### config.mk
export PLATFORM = sky130hd
export DESIGN_NAME = bcd_entry_to_binary
export DESIGN_NICKNAME = d
export VERILOG_FILES = /design/src/rtl/bcd_entry_to_binary_pkg.sv /design/src/rtl/bcd_entry_to_binary_debounce.sv /design/src/rtl/bcd_entry_to_binary.sv
export SDC_FILE = /design/constraint.sdc
export NUM_CORES = 1
export LEC_CHECK = 0
export ABC_AREA = 1
export CORE_MARGIN = 3
export CORE_UTILIZATION = 40
export CTS_CLUSTER_SIZE = 25
export DETAILED_ROUTE_END_ITERATION = 7
export PLACE_DENSITY_LB_ADDON = 0.08
export SLEW_MARGIN = 20
export SYNTH_ARGS = -nofsm -noshare
export SYNTH_HDL_FRONTEND = slang
export SYNTH_SLANG_ARGS = --single-unit
### constraint.sdc
create_clock -name clk -period 4.35 [get_ports clk]
set_input_delay 0.87 -clock clk [delete_from_list [all_inputs] [get_ports clk]]
set_output_delay 0.87 -clock clk [all_outputs]
set_load 0.05 [all_outputs]
### src/rtl/bcd_entry_to_binary_pkg.sv
// Shared types and constants for the BCD operand entry block: FSM state
// encoding, digit-select codes, conversion step count and the saturation value.
package bcd_entry_to_binary_pkg;

  typedef enum logic [1:0] {
    ST_IDLE  = 2'd0,
    ST_LOAD  = 2'd1,
    ST_SHIFT = 2'd2,
    ST_DONE  = 2'd3
  } state_e;

  localparam logic [1:0] SEL_UNITS    = 2'd0;
  localparam logic [1:0] SEL_TENS     = 2'd1;
  localparam logic [1:0] SEL_HUNDREDS = 2'd2;

  // One shift per bit of the 9-bit result (0..299 fits in 9 bits).
  localparam logic [3:0] CONV_STEPS = 4'd9;
  localparam logic [7:0] SAT_VALUE  = 8'hFF;

  // Reverse double-dabble correction: after halving, a BCD nibble >= 8 carried
  // a 10 in from the digit above; subtracting 3 turns that 8+x into 5+x.
  function automatic logic [3:0] dabble_fix(input logic [3:0] nib);
    logic [3:0] res;
    if (nib >= 4'd8) begin
      res = nib - 4'd3;
    end else begin
      res = nib;
    end
    return res;
  endfunction

endpackage

### src/rtl/bcd_entry_to_binary_debounce.sv
// Push-button conditioner: two-flop synchroniser, stability counter and a
// one-cycle pulse on each accepted 0->1 transition.
module button_debounce #(
  parameter int DEB_CYCLES = 250000,
  parameter int DEB_W      = 18
) (
  input  logic clk,
  input  logic rst_n,
  input  logic btn,
  output logic pulse
);

  localparam logic [DEB_W-1:0] CNT_LAST = DEB_W'(DEB_CYCLES - 1);

  logic [1:0]       sync_r;
  logic             level_r;
  logic [DEB_W-1:0] cnt_r;
  logic             pulse_r;

  // Bring the raw button into the clock domain.
  always_ff @(posedge clk or negedge rst_n) begin
    if (!rst_n) begin
      sync_r <= 2'b00;
    end else begin
      sync_r <= {sync_r[0], btn};
    end
  end

  // Accept a new level only after it has been stable long enough; pulse on rise.
  always_ff @(posedge clk or negedge rst_n) begin
    if (!rst_n) begin
      level_r <= 1'b0;
      cnt_r   <= '0;
      pulse_r <= 1'b0;
    end else if (sync_r[1] != level_r) begin
      if (cnt_r == CNT_LAST) begin
        level_r <= sync_r[1];
        cnt_r   <= '0;
        pulse_r <= sync_r[1];
      end else begin
        cnt_r   <= cnt_r + {{(DEB_W-1){1'b0}}, 1'b1};
        pulse_r <= 1'b0;
      end
    end else begin
      cnt_r   <= '0;
      pulse_r <= 1'b0;
    end
  end

  assign pulse = pulse_r;

endmodule

### src/rtl/bcd_entry_to_binary.sv
// Operator entry of a 3-digit decimal operand (000-299) via three buttons,
// converted to an 8-bit saturated binary value by sequential reverse
// double-dabble. Work register layout: [18:17]=hundreds, [16:13]=tens,
// [12:9]=units, [8:0]=binary accumulator.
module bcd_entry_to_binary
  import bcd_entry_to_binary_pkg::*;
#(
  parameter int DEB_CYCLES = 250000,
  parameter int DEB_W      = 18
) (
  input  logic       clk,
  input  logic       clr,
  input  logic       btn_inc,
  input  logic       btn_next,
  input  logic       btn_enter,
  output logic [1:0] dig_h,
  output logic [3:0] dig_t,
  output logic [3:0] dig_u,
  output logic [1:0] sel,
  output logic       busy,
  output logic [7:0] value,
  output logic       valid,
  output logic       ovf
);

  logic p_inc_s, p_next_s, p_enter_s;

  state_e      state_r, state_nxt_s;
  logic [3:0]  cnt_r, cnt_nxt_s;
  logic [18:0] work_r, work_nxt_s, shift_s, fixed_s;
  logic [1:0]  dig_h_r, dig_h_nxt_s, sel_r, sel_nxt_s;
  logic [3:0]  dig_t_r, dig_t_nxt_s, dig_u_r, dig_u_nxt_s;
  logic        busy_r, busy_nxt_s, valid_r, valid_nxt_s, ovf_r, ovf_nxt_s;
  logic [7:0]  value_r, value_nxt_s;

  button_debounce #(.DEB_CYCLES(DEB_CYCLES), .DEB_W(DEB_W)) u_deb_inc (
    .clk(clk), .rst_n(clr), .btn(btn_inc), .pulse(p_inc_s));
  button_debounce #(.DEB_CYCLES(DEB_CYCLES), .DEB_W(DEB_W)) u_deb_next (
    .clk(clk), .rst_n(clr), .btn(btn_next), .pulse(p_next_s));
  button_debounce #(.DEB_CYCLES(DEB_CYCLES), .DEB_W(DEB_W)) u_deb_enter (
    .clk(clk), .rst_n(clr), .btn(btn_enter), .pulse(p_enter_s));

  // One conversion step: halve the whole word, then correct tens and units.
  always_comb begin
    shift_s = work_r >> 5'd1;
    fixed_s = {shift_s[18:17], dabble_fix(shift_s[16:13]),
               dabble_fix(shift_s[12:9]), shift_s[8:0]};
  end

  // FSM state register.
  always_ff @(posedge clk or negedge clr) begin
    if (!clr) begin
      state_r <= ST_IDLE;
    end else begin
      state_r <= state_nxt_s;
    end
  end

  // FSM next-state logic.
  always_comb begin
    state_nxt_s = state_r;
    case (state_r)
      ST_IDLE: begin
        if (p_enter_s) begin
          state_nxt_s = ST_LOAD;
        end else begin
          state_nxt_s = ST_IDLE;
        end
      end
      ST_LOAD:  state_nxt_s = ST_SHIFT;
      ST_SHIFT: begin
        if (cnt_r == (CONV_STEPS - 4'd1)) begin
          state_nxt_s = ST_DONE;
        end else begin
          state_nxt_s = ST_SHIFT;
        end
      end
      ST_DONE:  state_nxt_s = ST_IDLE;
      default:  state_nxt_s = ST_IDLE;
    endcase
  end

  // Next values of digits, selection, work register and the registered outputs.
  always_comb begin
    dig_h_nxt_s = dig_h_r;
    dig_t_nxt_s = dig_t_r;
    dig_u_nxt_s = dig_u_r;
    sel_nxt_s   = sel_r;
    work_nxt_s  = work_r;
    cnt_nxt_s   = cnt_r;
    busy_nxt_s  = busy_r;
    value_nxt_s = value_r;
    ovf_nxt_s   = ovf_r;
    valid_nxt_s = 1'b0;
    case (state_r)
      ST_IDLE: begin
        if (p_enter_s) begin
          // Enter wins: digits are captured as they stand.
          busy_nxt_s = 1'b1;
        end else begin
          if (p_inc_s) begin
            case (sel_r)
              SEL_UNITS:    dig_u_nxt_s = (dig_u_r == 4'd9) ? 4'd0 : dig_u_r + 4'd1;
              SEL_TENS:     dig_t_nxt_s = (dig_t_r == 4'd9) ? 4'd0 : dig_t_r + 4'd1;
              SEL_HUNDREDS: dig_h_nxt_s = (dig_h_r == 2'd2) ? 2'd0 : dig_h_r + 2'd1;
              default:      dig_u_nxt_s = dig_u_r;
            endcase
          end else begin
            dig_u_nxt_s = dig_u_r;
          end
          if (p_next_s) begin
            case (sel_r)
              SEL_UNITS:    sel_nxt_s = SEL_TENS;
              SEL_TENS:     sel_nxt_s = SEL_HUNDREDS;
              SEL_HUNDREDS: sel_nxt_s = SEL_UNITS;
              default:      sel_nxt_s = SEL_UNITS;
            endcase
          end else begin
            sel_nxt_s = sel_r;
          end
        end
      end
      ST_LOAD: begin
        work_nxt_s = {dig_h_r, dig_t_r, dig_u_r, 9'd0};
        cnt_nxt_s  = 4'd0;
      end
      ST_SHIFT: begin
        work_nxt_s = fixed_s;
        cnt_nxt_s  = cnt_r + 4'd1;
        // Result is registered on the last step so it is present during DONE.
        if (cnt_r == (CONV_STEPS - 4'd1)) begin
          valid_nxt_s = 1'b1;
          if (fixed_s[8]) begin
            value_nxt_s = SAT_VALUE;
            ovf_nxt_s   = 1'b1;
          end else begin
            value_nxt_s = fixed_s[7:0];
            ovf_nxt_s   = 1'b0;
          end
        end else begin
          valid_nxt_s = 1'b0;
        end
      end
      ST_DONE: begin
        busy_nxt_s = 1'b0;
      end
      default: begin
        busy_nxt_s = 1'b0;
      end
    endcase
  end

  // Datapath and output registers.
  always_ff @(posedge clk or negedge clr) begin
    if (!clr) begin
      dig_h_r <= 2'd0;
      dig_t_r <= 4'd0;
      dig_u_r <= 4'd0;
      sel_r   <= SEL_UNITS;
      work_r  <= 19'd0;
      cnt_r   <= 4'd0;
      busy_r  <= 1'b0;
      value_r <= 8'd0;
      valid_r <= 1'b0;
      ovf_r   <= 1'b0;
    end else begin
      dig_h_r <= dig_h_nxt_s;
      dig_t_r <= dig_t_nxt_s;
      dig_u_r <= dig_u_nxt_s;
      sel_r   <= sel_nxt_s;
      work_r  <= work_nxt_s;
      cnt_r   <= cnt_nxt_s;
      busy_r  <= busy_nxt_s;
      value_r <= value_nxt_s;
      valid_r <= valid_nxt_s;
      ovf_r   <= ovf_nxt_s;
    end
  end

  assign dig_h = dig_h_r;
  assign dig_t = dig_t_r;
  assign dig_u = dig_u_r;
  assign sel   = sel_r;
  assign busy  = busy_r;
  assign value = value_r;
  assign valid = valid_r;
  assign ovf   = ovf_r;

endmodule

Word level (Yosys, flattened, before mapping)
Cells that the tools add are included.

storage, ports and cells
  register bits after elaboration = 114
  bits of input ports = 5
  output and inout bits = 23
  logic and storage cells = 93

operators by class
  $add $sub $neg = 9
  magnitude comparators = 2
  equality and inequality tests = 16
  muxes and demuxes = 29
  bitwise gates (word level) = 1
  reduce and logical (&&, ||, !) cells = 13

operators with widths
  cell                                              number
  2-to-1 mux 18 bit                                 6
  adder 18 x 1 -> 18 bit, second input constant     3
  == test 18 bit, second input constant             3
  case mux 19 bit (2 select lines)                  1
  2-to-1 mux 4 bit                                  4
  adder 4 x 1 -> 4 bit, second input constant       3
  == test 4 bit, second input constant              3
  2-to-1 mux 1 bit                                  12
  AND reduction 4 bit                               3
  AND reduction 2 bit                               5
  == test 2 bit, second input constant              4
  >= comparator 4 bit, second input constant        2
  2-to-1 mux 8 bit                                  1
  case mux 2 bit (4 select lines)                   1
  case mux 4 bit (2 select lines)                   1
  subtractor 4 x 2 -> 4 bit, second input constant  2
  == test 2 x 1 -> 1 bit, second input constant     2
  logical NOT 2 bit                                 2
  case mux 2 bit (2 select lines)                   1
  nonzero test 2 bit                                2
  != test 1 bit                                     3
  AND reduction 3 bit                               1
  adder 2 x 1 -> 2 bit, second input constant       1
  2-to-1 mux 2 bit                                  1
  3 further kinds                                   3

Longest topological paths before layout
Gate-level depths: netlist (run 1).

  word-level depth = 3
  mapped depth = 9
  mapped depth without buffers = 9

By module
From an unflattened synthesis (run 1), not the netlist that was laid out.

unflattened totals
  cells, all modules = 677
  area total of the unflattened synthesis = 5642.9 µm²

by module, submodules not included
  module               instances  cells each  area an instance (µm²)  seq. area each (µm²)
  button_debounce      3          138         1132.3                  550.5
  bcd_entry_to_binary  1          263         2245.9                  1176.1

Worst setup path before layout (run 1)
OpenSTA, ideal clock, no wires.

  path kind = register to output
  from = register sel_r[0] (netlist: sel[0])
  to = output port sel[0]
  arrival time = 0.657 ns
  required time = 3.480 ns
  slack = 2.823 ns
  cell stages (with the launch flop) = 1
  buffers on the path = 0
  cells stage by stage = dfrtp_1

RTL lines
  item                      RTL line                    text
  start: declaration        bcd_entry_to_binary.sv:31   logic [1:0] dig_h_r, dig_h_nxt_s, sel_r, sel_nxt_s;
  start signal: assignment  bcd_entry_to_binary.sv:170  sel_r <= sel_nxt_s;
  end: declaration          bcd_entry_to_binary.sv:19   output logic [1:0] sel,

No word-level cell between the ends.

Worst setup path after layout (run 1)
  from = register sel_r[0] (netlist: sel[0])
  to = output port sel[0]

No word-level cell between the ends.

==> metrics.yaml, run 1 <==
drt:
  total_number_of_vias: 4524
  drc: 0
  drtAntennaViolNets: 0
  finalWirelength_um: 12020
  drtIter0Drc: 315
  drtPass1Iterations: 5
  route.detailed.wl_per_inst_um: 13.05
  via_per_inst: 4.912
global_route:
  grt_first_pass_wirelength_um: 21280
  grt_overflow: 0
  vias_in_the_first_global_route: 4551
  grt_antenna_before_repair: 0
  groute.usage.overall: 0.1641
  pin_count_of_the_biggest_net_entering_global_routing: 70
status:
  status: "finished, final reports clean"
worst_setup_path:
  cp_slowest_stage_delay_ps: 830
  timing.setup.critical_path_class: "register to primary output"
  arrival_ps: 1650
  critical-path-slowest-cell: "clkdlybuf4s50_1"
  critical_path.max_fanout: 5
  worst-endpoint-required_ps: 3480
  worst_setup_path_start_kind: "register"
  worst_setup_path_end_kind: "primary output"
  crit_family: "buffers and inverters"
  worst-path-buf-inv: 1
  crit_chain: "clkdlybuf4s50_1"
floorplanning:
  start_util: 0.4119
  coreArea_um2: 13930
  dieWidth_um: 125.8
  ioPinCount: 28
  rows: 43
  die_area_um2: 15820
  fp.dieH_um: 125.8
yosys:
  postSynthCellCount: 689
  synth_top_area_cell: "dfrtp_1"
  asyncSetResetFlopFracSynth: 1.000
  yosys.area.top_type_share: 0.4927
  synth_seq_area_share: 0.4927
  synth.net_count: 706
  ys_types: 38
  dominantRegCellSynth: "dfrtp_1"
  synth_enable_flop_cells: 0
  yosys_register_bits: 113
  post_synth_instance_area_um2: 5739
  synthTopCellsByCount: "nor2_1 (131), nand2_1 (115), dfrtp_1 (113), inv_1 (81), nand3_1 (36)"
  leading_cell_types_by_total_area_after_synthesis: "dfrtp_1 (49%), nor2_1 (8.6%), nand2_1 (7.5%)"
  synth_warnings: 0
  syn_area_per_cell_um2: 8.330
  most_frequent_cell_after_synthesis: "nor2_1"
sta:
  max_slew.worst_pin.slew_ps: 887.5
  setup_violations: 0
  maxSlewViolCount: 0
  final.period_utilization: 0.5790
  grt_setup_unrepaired: "false"
  timing.max_slew.rel_slack: 0.4041
  final.setup.tns_ps: 0
  clock-skew-final_ps: 5.914
  fmax_ghz: 0.3970
  min_period_ps: 2519
  report.final.hold_viol_count: 0
worst_hold_path:
  worst_hold_path_type: "register to register"
cells_and_area:
  drive_gt1_frac: 0.1174
  antennaDiodeCount: 0
  layout.filler_cells: 1306
  postLayoutCoreUtil: 0.4879
  syn2layout_area_growth_pct: 18.47
  nNetsFinal: 746
place:
  dpl.hpwl_um: 8628
  placement.io_buffers: 27
  place.gp.congestion: 0.8661
power_and_ir_drop:
  p_leak_nw: 2.935
  total_power_per_unit_cell_area_nw_per_um2: 362.0
  vdd_drop_max_uv: 237.7
cts:
  clock-sinks: 113
  clk_pin_slew_worst_paths_ps: 50
  numCtsBuffers: 17
  tritoncts: "done"
  cts_max_level: 4
  clock-root-buffer: "clkbuf_16"
  post_cts_resize_count: 0
  postCtsHoldBufs: 0
  worst_skew_pair.late_latency_ps: 400
  number_of_buffers_inserted_to_repair_setup_after_cts: 0
  max-clock-path-buffers: 2
run:
  maxCapViolations: 0
-- sequential cells by signal, summed over array words and instances, names as in the netlist, 4 cells and up --
name,cells
dig_u,4
u_deb_enter.cnt_r,18
u_deb_next.cnt_r,18
cnt_r,4
value,8
dig_t,4
u_deb_inc.cnt_r,18
work_r,18
-- power by group --
| part | internal [mW] | switching, mW |
|---|---|---|
| sequential | 1.06 | 0.00740 |
| clock | 0.900 | 0.440 |
| combinational | 0.0128 | 0.0390 |
| total | 1.98 | 0.486 |
-- metal layers --
metal	up-vias	track usage	share of wire
met5	-	0	0
met4	0	0.05868	0.016
met3	14	0.04326	0.040
met2	74	0.2596	0.47
met1	2133	0.2191	0.48
li1	2303	-	-
-- layout make-up --
type                       instances  area, um2  area share
clock inverter                     4      45.04    0.006625
multi-input combinational        477       2534      0.3727
clock buffer                      27      543.0     0.07987
tap                              180      225.2     0.03312
sequential                       113       2828      0.4159
inverter                          91      341.6     0.05024
timing repair buffer              29      282.8     0.04159
-- cell usage in the layout, fill, tap and decap left out, drive strengths merged, types with 2 or more instances in the layout --
cell type,netlist,final
a21oi,20,20
clkdlybuf4s50,0,26
xnor2,12,12
inv,91,91
o21ai,21,21
nand4,19,19
ha,12,12
nor2,154,154
nor3b,5,5
nand2,125,125
dfrtp,113,113
o221ai,7,7
nand3b,5,5
clkinv,0,3
xor2,14,14
nand3,38,38
buf,7,3
o22ai,11,11
and2,3,3
and3,2,2
a31oi,2,2
clkbuf,1,27
nor3,23,23
-- cell families after synthesis --
family,after synthesis,share of synthesized area
AOI/OAI and AO/OA,63,0.06388
xor gates and xnor gates,26,0.04229
adders and majority gates,12,0.02616
buffers and inverters,99,0.06584
DFF,113,0.4927
and+or+nand+nor,376,0.3091
-- final timing paths --
path / slack [ps] / to / cells after the start / from
worst min-delay path: 350 / u_deb_inc.sync_r[1] / 0 / u_deb_inc.sync_r[0]
worst max register to register: 2200 / work_r[17] / 4 / state_r[1]
worst min register to register: 350 / u_deb_inc.sync_r[1] / 0 / u_deb_inc.sync_r[0]
worst max-delay path: 1830 / sel[0] / 1 / sel[0]
max in group asynchronous: 2850 / u_deb_inc.cnt_r[15] / 2 / clr
min in group asynchronous: 580 / u_deb_enter.cnt_r[11] / 1 / clr
-- stage by stage --
stage,hold slack [ps],setup slack (ps),power [mW],area (um2),std cells
floorplan,331.2,2823,1.108,5739,689
global placement,332.4,2247,1.141,6211,890
detailed placement,338.5,2192,1.142,6211,890
CTS,348.1,1809,2.504,6799,921
global route,352.4,1771,2.561,6799,921
finish,346.0,1831,2.461,6799,921
(Power assumes the default switching activity.)
==> run 2: changes to the inputs <==
- clock period: 4.35 -> 2.45 ns (I/O delays scaled with it)
==> run 2 against run 1 <==
- first-iteration DRC count down 26%
- core utilization up 0.66 points
- final cell count up 0.43%
- sequential cell count unchanged
- largest power group unchanged
==> metrics.yaml, run 2 (synthesis gave the netlist of run 1 again) <==
global_route:
  grt_first_pass_wirelength_um: 21070  # -0.97%
  grt_overflow: 0  # unchanged
  pin_count_of_the_biggest_net_entering_global_routing: 48  # -31%
  grt_antenna_before_repair: 0  # unchanged
  vias_in_the_first_global_route: 4384  # -3.7%
  groute.usage.overall: 0.1630  # -0.001066
cts:
  number_of_buffers_inserted_to_repair_setup_after_cts: 0  # unchanged
  postCtsHoldBufs: 0  # unchanged
  clk_pin_slew_worst_paths_ps: 60  # about the same
  clock-root-buffer: "clkbuf_16"
  numCtsBuffers: 17  # unchanged
  clock-sinks: 113  # unchanged
  tritoncts: "done"
  post_cts_resize_count: 0  # unchanged
  max-clock-path-buffers: 2  # unchanged
  worst_skew_pair.late_latency_ps: 410  # about the same
  cts_max_level: 4  # unchanged
cells_and_area:
  commonest_cells_after_routing_fill_and_taps_aside: "nor2_1 (131), nand2_1 (115), dfrtp_1 (113)"
  postLayoutCoreUtil: 0.4945  # +0.006555
  drive_gt1_frac: 0.1248  # +0.007423
  layout.filler_cells: 1324  # +1.4%
  final_common_cell: "nor2_1"
  antennaDiodeCount: 0  # unchanged
  nNetsFinal: 749  # +0.40%
  final_cell_area_um2: 6890  # +1.3%
  finalNonFillerCells: 925  # +0.43%
  syn2layout_area_growth_pct: 20.06
place:
  placedInstanceArea_um2: 6259  # +0.77%
  post-place-ws_ps: 628.3  # -1564 ps
  place.detailed.instances: 893  # +0.34%
  placement.io_buffers: 27  # unchanged
  place.gp.congestion: 0.8434  # -2.6%
  dpl.hpwl_um: 8788  # +1.9%
floorplanning:
  die_area_um2: 15820  # unchanged
  start_util: 0.4119  # unchanged
  coreArea_um2: 13930  # unchanged
  ioPinCount: 28  # unchanged
  rows: 43  # unchanged
  fp.dieH_um: 125.8  # unchanged
  dieWidth_um: 125.8  # unchanged
drt:
  finalWirelength_um: 12080  # +0.54%
  drtAntennaViolNets: 0  # unchanged
  total_number_of_vias: 4490  # -0.75%
  drtPass1Iterations: 5  # unchanged
  drc: 0  # unchanged
  via_per_inst: 4.854  # -1.2%
  route.detailed.wl_per_inst_um: 13.06  # +0.11%
  drtIter0Drc: 234  # -26%
power_and_ir_drop:
  power.total_mw: 4.621  # +88%
  power.share.sequential: 0.411  # -0.024
  share_of_total_power_in_the_clock_network: 0.568  # +0.024
  vdd_drop_max_uv: 545.4  # +130%
  total_power_per_unit_cell_area_nw_per_um2: 670.7  # +85%
  netSwitchingFraction: 0.2151  # +0.01767
  internal_power_mw: 3.627  # +84%
  share_of_total_power_in_combinational_logic: 0.021  # about the same
  p_leak_nw: 2.970  # +1.2%
  power_switching_mw: 0.9940  # +100%
worst_hold_path:
  worst_hold_path_type: "input port to asynchronous set/reset pin"
worst_setup_path:
  reg2reg_end: "work_r[13]"
  worst_setup_path_end_kind: "primary output"
  worst-path-buf-inv: 1  # unchanged
  critical-path-slowest-cell: "clkdlybuf4s50_1"
  worst-endpoint-required_ps: 1960  # -1520 ps
  crit_chain: "clkdlybuf4s50_1"
  critical_path.max_fanout: 5  # unchanged
  arrival_ps: 1660  # about the same
  timing.setup.critical_path_class: "register to primary output"
  crit_family: "buffers and inverters"
  setup.reg_to_reg.worst_slack_ps: 630  # -1570 ps
  r2r_start: "state_r[1]"
  reg2regPathDepth: 7  # +3
  cp_slowest_stage_delay_ps: 830  # about the same
  worst_setup_path_start_kind: "register"
sta:
  maxSlewViolCount: 0  # unchanged
  grt_setup_unrepaired: "false"
  report.final.hold_viol_count: 0  # unchanged
  timing.max_slew.rel_slack: 0.5587  # +0.1547
  setup_ws_ps: 301.6  # -1530 ps
  clock-skew-final_ps: 6.545  # +0.6310 ps
  min_period_ps: 2148
  final.setup.tns_ps: 0  # unchanged
  setup_violations: 0  # unchanged
  fmax_ghz: 0.4655
  max_slew.worst_pin.slew_ps: 661.9  # -225.6 ps
  fin_worst_hold_slack_ps: 120.3  # -225.7 ps
  final.period_utilization: 0.8769
run:
  maxCapViolations: 0  # unchanged
status:
  status: "finished, final reports clean"
## run 2: cell types whose count changed in the layout (fill, tap and decap cells not counted)
cell / change
buf_12: +2
clkinv_4: +2
buf_4: +1
clkinv_2: -1
clkbuf_8: -8
clkinvlp_4: +2
bufinv_16: +3
clkbuf_1: -2
inv_6: +5
## run 2: routing by layer
metal	share of wire	track usage	up-vias
li1	-	-	2307
met5	0	0	-
met4	0.013	0.05363	0
met3	0.032	0.04198	9
met1	0.49	0.2281	2110
met2	0.46	0.2489	64
## run 2: power groups by stage
| stage | clock network [mW] | registers (mW) | logic (mW) |
|---|---|---|---|
| floorplan | 0 | 1.93 | 0.0377 |
| global placement | 0 | 1.93 | 0.103 |
| CTS | 2.69 | 1.90 | 0.104 |
| global route | 2.78 | 1.90 | 0.118 |
| detailed placement | 0 | 1.93 | 0.104 |
| finish | 2.63 | 1.90 | 0.0988 |
## run 2: area by class of cell
class                           instances  area (um2)  area share
Sequential cell                       113        2828      0.4104
Clock buffer                           17       425.4     0.06174
Inverter                               91       341.6     0.04957
Tap cell                              180       225.2     0.03269
Timing Repair Buffer                   32       330.3     0.04794
Clock inverter                         15       206.4     0.02996
Multi-Input combinational cell        477        2534      0.3677
## run 2: how the worst max path moves through the flow
stage / startpoint / endpoint / slack [ps] / cells after the start
after detailed placement: state_r[1] / work_r[9] / 630 / 7
after global placement: state_r[1] / work_r[9] / 720 / 7
after CTS: sel[0] / sel[0] / 270 / 1
after global routing: dig_u[0] / dig_u[0] / 240 / 1
final: sel[0] / sel[0] / 300 / 1
after floorplan: sel[0] / dig_t[2] / 1010 / 4
